==> src/rtl/matrix_mult_mnp.sv <==
// Signed M x N by N x P matrix multiplier: one MAC per cycle, results streamed
// row-major over a valid/ready handshake, with optional transposed B operand.
module matrix_mult_mnp #(
    parameter int unsigned M          = 3,
    parameter int unsigned N          = 3,
    parameter int unsigned P          = 3,
    parameter int unsigned DATA_WIDTH = 32,
    parameter int unsigned ACC_WIDTH  = 66,
    parameter int unsigned ADDR_WIDTH = 4
) (
    input  logic                                   clk,
    input  logic                                   rst,
    input  logic                                   start,
    input  logic                                   transpose_b,
    input  logic                                   abort,
    input  logic [DATA_WIDTH-1:0]                  a_in,
    input  logic [ADDR_WIDTH-1:0]                  a_addr,
    input  logic                                   a_wen,
    input  logic [DATA_WIDTH-1:0]                  b_in,
    input  logic [ADDR_WIDTH-1:0]                  b_addr,
    input  logic                                   b_wen,
    output logic [ACC_WIDTH-1:0]                   c_out,
    output logic [((M > 1) ? $clog2(M) : 1)-1:0]   c_row,
    output logic [((P > 1) ? $clog2(P) : 1)-1:0]   c_col,
    output logic                                   c_valid,
    input  logic                                   c_ready,
    output logic                                   busy,
    output logic                                   done,
    output logic                                   wr_err
);

    localparam int unsigned ROW_W = (M > 1) ? $clog2(M) : 1;
    localparam int unsigned COL_W = (P > 1) ? $clog2(P) : 1;
    localparam int unsigned K_W   = (N > 1) ? $clog2(N) : 1;
    localparam int unsigned DEPTH = 2 ** ADDR_WIDTH;
    localparam logic [ADDR_WIDTH:0] A_SIZE = (ADDR_WIDTH + 1)'(M * N);
    localparam logic [ADDR_WIDTH:0] B_SIZE = (ADDR_WIDTH + 1)'(N * P);

    typedef enum logic [1:0] {S_IDLE, S_RUN, S_OUT, S_DONE} state_t;

    state_t                 state_q, state_d;
    logic [ROW_W-1:0]       i_q, i_d;
    logic [COL_W-1:0]       j_q, j_d;
    logic [K_W-1:0]         k_q, k_d;
    logic [ACC_WIDTH-1:0]   acc_q, acc_d;
    logic                   xpose_q, xpose_d;
    logic [ACC_WIDTH-1:0]   c_out_q, c_out_d;
    logic [ROW_W-1:0]       c_row_q, c_row_d;
    logic [COL_W-1:0]       c_col_q, c_col_d;
    logic                   c_valid_q, c_valid_d;
    logic                   busy_q, busy_d;
    logic                   done_q, done_d;
    logic                   wr_err_q, wr_err_d;

    logic [DATA_WIDTH-1:0]  a_mem [DEPTH];
    logic [DATA_WIDTH-1:0]  b_mem [DEPTH];

    logic                   wr_open, a_we, b_we;
    logic [ADDR_WIDTH-1:0]  a_ra, b_ra;
    logic signed [ACC_WIDTH-1:0] prod;
    logic [ACC_WIDTH-1:0]   sum;

    // Operand writes are only accepted while no computation is reading the files
    assign wr_open  = (state_q == S_IDLE) || (state_q == S_DONE);
    assign a_we     = a_wen && wr_open && ({1'b0, a_addr} < A_SIZE);
    assign b_we     = b_wen && wr_open && ({1'b0, b_addr} < B_SIZE);
    assign wr_err_d = (a_wen && !a_we) || (b_wen && !b_we);

    always_ff @(posedge clk) begin
        if (a_we) a_mem[a_addr] <= a_in;
        if (b_we) b_mem[b_addr] <= b_in;
    end

    assign a_ra = ADDR_WIDTH'(32'(i_q) * N + 32'(k_q));
    assign b_ra = xpose_q ? ADDR_WIDTH'(32'(j_q) * N + 32'(k_q))
                          : ADDR_WIDTH'(32'(k_q) * P + 32'(j_q));
    // Both operands sign-extended before the multiply so the product is exact
    assign prod = ACC_WIDTH'($signed(a_mem[a_ra])) * ACC_WIDTH'($signed(b_mem[b_ra]));
    assign sum  = acc_q + prod;

    always_comb begin
        state_d   = state_q;
        i_d       = i_q;
        j_d       = j_q;
        k_d       = k_q;
        acc_d     = acc_q;
        xpose_d   = xpose_q;
        c_out_d   = c_out_q;
        c_row_d   = c_row_q;
        c_col_d   = c_col_q;
        c_valid_d = c_valid_q;
        busy_d    = busy_q;
        done_d    = 1'b0;
        case (state_q)
            S_IDLE: begin
                if (start) begin
                    state_d = S_RUN;
                    i_d     = '0;
                    j_d     = '0;
                    k_d     = '0;
                    acc_d   = '0;
                    xpose_d = transpose_b;
                    busy_d  = 1'b1;
                end
            end
            S_RUN: begin
                acc_d = sum;
                if (k_q == K_W'(N - 1)) begin
                    c_out_d   = sum;
                    c_row_d   = i_q;
                    c_col_d   = j_q;
                    c_valid_d = 1'b1;
                    state_d   = S_OUT;
                end else begin
                    k_d = k_q + K_W'(1);
                end
            end
            S_OUT: begin
                if (c_ready) begin
                    c_valid_d = 1'b0;
                    acc_d     = '0;
                    k_d       = '0;
                    if (j_q < COL_W'(P - 1)) begin
                        j_d     = j_q + COL_W'(1);
                        state_d = S_RUN;
                    end else if (i_q < ROW_W'(M - 1)) begin
                        i_d     = i_q + ROW_W'(1);
                        j_d     = '0;
                        state_d = S_RUN;
                    end else begin
                        state_d = S_DONE;
                        busy_d  = 1'b0;
                        done_d  = 1'b1;
                    end
                end
            end
            default: begin
                state_d = S_IDLE;
            end
        endcase
        // Abort only cancels active work; a completed operation still reports done
        if (abort && ((state_q == S_RUN) || (state_q == S_OUT))) begin
            state_d   = S_IDLE;
            c_valid_d = 1'b0;
            busy_d    = 1'b0;
            done_d    = 1'b0;
        end
    end

    always_ff @(posedge clk) begin
        if (rst) begin
            state_q   <= S_IDLE;
            i_q       <= '0;
            j_q       <= '0;
            k_q       <= '0;
            acc_q     <= '0;
            xpose_q   <= 1'b0;
            c_out_q   <= '0;
            c_row_q   <= '0;
            c_col_q   <= '0;
            c_valid_q <= 1'b0;
            busy_q    <= 1'b0;
            done_q    <= 1'b0;
            wr_err_q  <= 1'b0;
        end else begin
            state_q   <= state_d;
            i_q       <= i_d;
            j_q       <= j_d;
            k_q       <= k_d;
            acc_q     <= acc_d;
            xpose_q   <= xpose_d;
            c_out_q   <= c_out_d;
            c_row_q   <= c_row_d;
            c_col_q   <= c_col_d;
            c_valid_q <= c_valid_d;
            busy_q    <= busy_d;
            done_q    <= done_d;
            wr_err_q  <= wr_err_d;
        end
    end

    assign c_out   = c_out_q;
    assign c_row   = c_row_q;
    assign c_col   = c_col_q;
    assign c_valid = c_valid_q;
    assign busy    = busy_q;
    assign done    = done_q;
    assign wr_err  = wr_err_q;

endmodule

==> config.mk <==
export PLATFORM = sky130hd
export DESIGN_NAME = matrix_mult_mnp
export DESIGN_NICKNAME = d
export VERILOG_FILES = /design/src/rtl/matrix_mult_mnp.sv
export SDC_FILE = /design/constraint.sdc
export NUM_CORES = 2
export LEC_CHECK = 0
export ABC_CLOCK_PERIOD_IN_PS = 15400
export BUFFER_PORTS_ARGS = -buffer_cell sky130_fd_sc_hd__buf_2
export CAP_MARGIN = 20
export CORE_MARGIN = 1
export CORE_UTILIZATION = 50
export DETAILED_ROUTE_END_ITERATION = 10
export GPL_TIMING_DRIVEN = 0
export HOLD_SLACK_MARGIN = 0.03
export MAX_ROUTING_LAYER = met4
export PLACE_DENSITY = 0.66
export SYNTH_ARGS = -nofsm -noshare
export SYNTH_HDL_FRONTEND = slang
export SYNTH_SLANG_ARGS = --single-unit
==> constraint.sdc <==
create_clock -name clk -period 15.4 [get_ports clk]
set_input_delay 2.31 -clock clk [delete_from_list [all_inputs] [get_ports clk]]
set_output_delay 2.31 -clock clk [all_outputs]
set_load 0.05 [all_outputs]
======== Yosys cells after proc, flatten, opt, wreduce, memory -nomap -nowiden ========
Memory sizes are Yosys's and may differ from the RTL's.
Index checks and enable logic that the tools add are counted.
cells by class
  add/subtract/negate cells ............... 7
  $mul .................................... 4
  $lt $le $gt $ge ......................... 4
  equality and inequality tests ........... 12
  multiplexer cells ....................... 35
  bitwise logic cells ..................... 2
  reduce and logical (&&, ||, !) cells .... 27
operator list
  cell                                                                count
  66-bit one-hot mux with 3 select lines                              1
  66-bit 2-to-1 mux                                                   2
  66-bit adder                                                        1
  32-bit by 32-bit multiplier with 64-bit output                      1
  2-bit 2-to-1 mux                                                    14
  2-bit inequality test, second input constant                        7
  4-bit by 2-bit adder with 4-bit output                              3
  2-bit by 2-bit multiplier with 4-bit output, second input constant  3
  2-bit one-hot mux with 3 select lines                               2
  1-bit 2-to-1 mux                                                    11
  5-bit AND reduction                                                 2
  3-bit AND reduction                                                 3
  4-bit < comparator, second input constant                           2
  2-bit one-hot mux with 2 select lines                               2
  4-bit AND reduction                                                 2
  1-bit logical AND                                                   7
  2-bit by 1-bit adder with 2-bit output, second input constant       3
  2-bit == test, second input constant                                3
  5-bit OR reduction                                                  1
  2-bit < comparator, second input constant                           2
  4-bit 2-to-1 mux                                                    1
  1-bit one-hot mux with 2 select lines                               2
  2-bit AND reduction                                                 2
  2-bit nonzero test                                                  2
  8 further kinds                                                     12
storage, ports and cells
  flip-flop bits (word level) ............. 149
  bits in writable memories ............... 1024
  input bits .............................. 80
  output and inout port bits .............. 74
  logic and storage cells ................. 106
  memories ................................ 2
memories
  name   depth  bits a word  rd ports  clocked after Yosys merged registers in  wr ports  RTL line  RTL
  a_mem  16     32           1         0                                        1         55        logic [DATA_WIDTH-1:0] a_mem [DEPTH];
  b_mem  16     32           1         0                                        1         56        logic [DATA_WIDTH-1:0] b_mem [DEPTH];

======== Logic depth before layout (Yosys ltp) ========
  depth in word-level cells ............... 7
  mapped depth ............................ 54
  depth with buffers taken out ............ 49

======== Worst setup path after synthesis ========
OpenSTA, ideal clock, no wires.
  path kind ............................... flip-flop to flip-flop
  start point ............................. register j_q[1]
  end point ............................... register c_out_q[64], in the netlist c_out[64]
  library setup time ...................... 0.070 ns
  arrival ................................. 12.525 ns
  data required time ...................... 15.330 ns
  path slack .............................. 2.805 ns
  stages on the path, launching flop included .. 50
  buffers on the path ..................... 5
  period minus slack after synthesis ...... 12.595 ns
  cells stage by stage .................... dfxtp_1 fa_1 ha_1 fa_1 mux2i_1 clkbuf_1 buf_1 buf_1 mux2i_1 buf_2 nand2_1 fa_1 inv_1 fa_1 fa_1 inv_1 fa_1 inv_1 [... 14 more ...] a41oi_1 nor2b_1 a21oi_1 xnor2_1 ha_1 clkbuf_1 o21a_1 o21a_1 o21ai_0 a2111oi_0 o2111a_1 o31ai_1 a31oi_1 a21oi_1 o31ai_1 xor2_1 nand2_1 a21oi_1
on the way
  longest elaborated chain between the ends .. 6
  elaborated cells on any way between the ends .. 7
  those cells by class .................... 3 x add/sub; 2 x mul; 1 x mux; 1 x memory
RTL lines
  element                                           RTL line  RTL
  start, declared                                   43        logic [COL_W-1:0] j_q, j_d;
  start signal, assigned                            168       j_q <= j_d;
  2-bit by 2-bit multiplier with 4-bit output       75        assign b_ra = xpose_q ? ADDR_WIDTH'(32'(j_q) * N + 32'(k_q))
  4-bit by 2-bit adder with 4-bit output            75
  4-bit 2-to-1 mux *                                75
  memory read 16 x 32 bit *                         -
  32-bit by 32-bit multiplier with 64-bit output *  78        assign prod = ACC_WIDTH'($signed(a_mem[a_ra])) * ACC_WIDTH'($signed(b_mem[b_ra]));
  66-bit adder *                                    79        assign sum = acc_q + prod;
  end signal, assigned                              172       c_out_q <= c_out_d;
  end, declared                                     47        logic [ACC_WIDTH-1:0] c_out_q, c_out_d;
Every way passes the cells marked *; elsewhere a longest branch is shown, timed or not.
A chain may end at the register's enable or synchronous reset.

======== Worst setup path in the final report ========
  start point ............................. register i_q[0]
  end point ............................... register c_out_q[65], in the netlist c_out[65]
on the way
  longest elaborated chain between the ends .. 5
RTL lines
  element                                         RTL line  RTL
  start, declared                                 42        logic [ROW_W-1:0] i_q, i_d;
  start signal, assigned                          167       i_q <= i_d;
  2-bit by 2-bit multiplier with 4-bit output     74        assign a_ra = ADDR_WIDTH'(32'(i_q) * N + 32'(k_q));
  4-bit by 2-bit adder with 4-bit output          74
  memory read 16 x 32 bit                         -
  32-bit by 32-bit multiplier with 64-bit output  78
  66-bit adder                                    79
No other way between the ends.

==> flow_metrics.tcl <==
set metrics [dict create \
    grt_overflow_total 0 \
    slew_headroom 0.1628 \
    required_ns 16.07 \
    netlist_area_sq_um 82900 \
    nets 8827 \
    final_cell_area_sq_um 93450 \
    min_to "c_out[17]" \
    clk_pin_slew_worst_paths_ns 0.06 \
    synthFlopType "edfxtp_1" \
    fin_skew_ns 0.07021 \
    synth-compound-area-share 0.04884 \
    yosysSeqAreaShare 0.4069 \
    r2r_slack_ns 0.55 \
    drive_gt1_frac 0.1242 \
    hp-class "reg2reg" \
    dp_hpwl_mm 196.7 \
    drv_cap 0 \
    report.final.hold_viol_count 0 \
    synthToLayoutAreaGrowth_pct 12.73 \
    cts_root_buf "clkbuf_16" \
    mostFrequentLayoutCells "1088 x fa_1, 1024 x edfxtp_1, 968 x inv_1, 731 x nand2_1, 612 x nor2_1" \
    min-delay-start "c_out[17]" \
    cpPeakStageDelay_ns 0.80 \
    synth_edf_count 1024 \
    critPathCaptureType "flop" \
    antenna_found_initial 14 \
    cts_tree "done" \
    ff2ff_path_depth 46 \
    yosys_warnings 0 \
    grt_pass1_wl_mm 362.1 \
    worstPathArrival_ns 15.52 \
    worstSetupPathType "reg2reg" \
    yosysUniqueCellTypes 69 \
    startpoint_type "flop" \
    via_per_inst 5.585 \
    syn_inst 6597 \
    worst_pin_slew_ns 1.256 \
    status "completed" \
    floorplan.rows 149 \
    synthMuxAreaShare 0.08700 \
    die_x_um 409.2 \
    grt_pass1_vias 55796 \
    drcViolationCount 0 \
    synth_top_family_by_area "adder cells" \
    clk_latency_ns 0.79 \
    clock_sinks 1173 \
    h-tree-depth 3 \
    place_congestion 1.035 \
    clock.fmax_ghz 0.06736 \
    cts_hold_buf 0 \
    route.vias.total 54150 \
    final_common_cell "fa_1" \
    avgSynthCellArea_sq_um 12.57 \
    crit_slowest_cell "fa_1" \
    port_buffers 152 \
    cts_made_buffers 117 \
    wl_per_cell_um 25.48 \
    drt-total-wl_mm 247.0 \
    holdPathStages 2 \
    die-height_um 409.2 \
    start_util 0.5030 \
    io_pins 154 \
    core_sq_um 164800 \
    cts.path.max_buffers 3 \
    synthAdderAreaFrac 0.3027 \
    dieArea_sq_um 167400 \
    drt_iter0_drc 4771 \
    yosys.area_share.simple 0.08131 \
    num-fill-cells 14008 \
    grt_max_degree 22 \
    first_pass_iters 5 \
    fin_util 0.5671 \
    r2r-end "c_out[65]" \
    cp_common_cell "fa_1" \
    placed_area_sq_um 89280 \
    slew_violations 0 \
    worstPathMaxFanout 10 \
    track_usage 0.3092 \
    period_share 0.9640 \
    synth-seq-cells 1173 \
    period_needed_ns 14.85 \
    synth_xor_area_frac 0.01437 \
    reg2reg_from "i_q[0]" \
    finalSetupViolations 0 \
    synthArstFlopShare 0 \
    ant_nets 0 \
]
## worst max-delay path: cells and delay by family, from the launching register on
| family | cells | cell delay (ns) |
|---|---|---|
| compound gates | 12 | 2.90 |
| simple gates | 9 | 1.85 |
| xor+xnor | 3 | 0.73 |
| flops | 1 | 0.44 |
| buf+inv | 9 | 2.37 |
| fa+ha+maj | 13 | 6.44 |
## synthesized netlist by cell type, types with 6 or more instances
master | count | area share
a22oi_1 | 31 | 0.0028
nor2b_1 | 28 | 0.0021
a22o_1 | 23 | 0.0024
o21a_1 | 44 | 0.0040
nor2_1 | 621 | 0.028
fa_1 | 1089 | 0.26
nand2_1 | 731 | 0.033
mux2_2 | 44 | 0.0060
o21ai_1 | 29 | 0.0018
a211oi_1 | 28 | 0.0025
nand2b_1 | 51 | 0.0038
a21o_1 | 68 | 0.0062
o31a_1 | 6 | 0.00063
edfxtp_1 | 1024 | 0.37
nand3_1 | 38 | 0.0023
inv_1 | 968 | 0.044
nand4_1 | 18 | 0.0014
clkbuf_1 | 268 | 0.012
o31ai_1 | 12 | 0.0011
buf_1 | 27 | 0.0012
xor2_1 | 48 | 0.0051
mux4_2 | 264 | 0.072
nor3_1 | 27 | 0.0016
a31oi_1 | 19 | 0.0014
a21oi_1 | 215 | 0.013
o21bai_1 | 22 | 0.0020
o21ai_0 | 80 | 0.0048
or2_2 | 21 | 0.0016
nand3b_1 | 6 | 0.00054
xnor2_1 | 88 | 0.0093
mux2i_1 | 77 | 0.0093
o211ai_1 | 11 | 0.0010
and3_1 | 11 | 0.00083
buf_2 | 24 | 0.0014
dfxtp_1 | 149 | 0.036
ha_1 | 263 | 0.040
or3_1 | 11 | 0.00083
and2_1 | 36 | 0.0027
## kinds of logic (layout without fill, tap and decap cells)
| family | after synthesis | after routing |
|---|---|---|
| flops | 1173 | 1173 |
| simple gates | 1622 | 1622 |
| xor+xnor | 136 | 136 |
| other cells | 1 | 461 |
| fa+ha+maj | 1352 | 1352 |
| compound gates | 636 | 636 |
| buf+inv | 1292 | 1741 |
| mux | 385 | 385 |
## final cells by class
type                            instances  area [sq um]  share of cell area
Multi-Input combinational cell       4579         46260              0.4950
Clock inverter                         77         714.4            0.007645
Timing Repair Buffer                  241          1824             0.01952
Buffer                                310          1411             0.01510
Clock buffer                          140          3077             0.03292
Antenna cell                           13         32.53           0.0003481
Tap cell                             2189          2739             0.02931
Sequential cell                      1173         33740              0.3610
Inverter                              973          3657             0.03914
## flip-flops by register name, summed over array words and instances, names as in the netlist
signal / cells
k_q: 2
busy: 1
j_q: 2
c_valid: 1
acc_q: 66
done: 1
a_mem: 512
c_row: 2
b_mem: 512
c_out: 66
c_col: 2
i_q: 2
wr_err: 1
xpose_q: 1
state_q: 2
## how the worst max path moves through the flow
stage               slack [ns]    from   endpoint
floorplan                 2.80  j_q[1]  c_out[64]
global placement         -2.13  j_q[1]  c_out[65]
detailed placement       -1.64  k_q[1]  c_out[65]
CTS                      0.002  i_q[1]  c_out[64]
global route            -0.002  i_q[1]  c_out[65]
finish                    0.55  i_q[0]  c_out[65]
## through the flow
step	setup WS (ns)	std cells	hold slack, ns	TNS, ns
floorplan	2.805	7044	0.4315	0
global placement	-2.126	9385	0.4420	-74.32
detailed placement	-1.639	9472	0.4442	-46.22
CTS	0.001505	9683	0.4522	0
global route	-0.001831	9693	0.4722	-0.001831
finish	0.5549	9695	0.4500	0
## per-layer routing
layer | up-vias | routed length [um] | global-route usage
li1 | 23137 | - | -
met1 | 28123 | 95360 | 0.3926
met2 | 2289 | 115500 | 0.4735
met3 | 601 | 21630 | 0.06363
met4 | 0 | 14500 | 0.1561
met5 | - | 0 | -
## repair_timing
| action | in CTS | in global routing |
|---|---|---|
| cloned | 0 | 0 |
| resized for setup | 99 | 123 |
| setup endpoints to repair | 59 | 31 |
| buffers inserted | 0 | 1 |
Power is not shown: default switching activity piles up to over one toggle a cycle in this logic, so the estimate is an artifact.
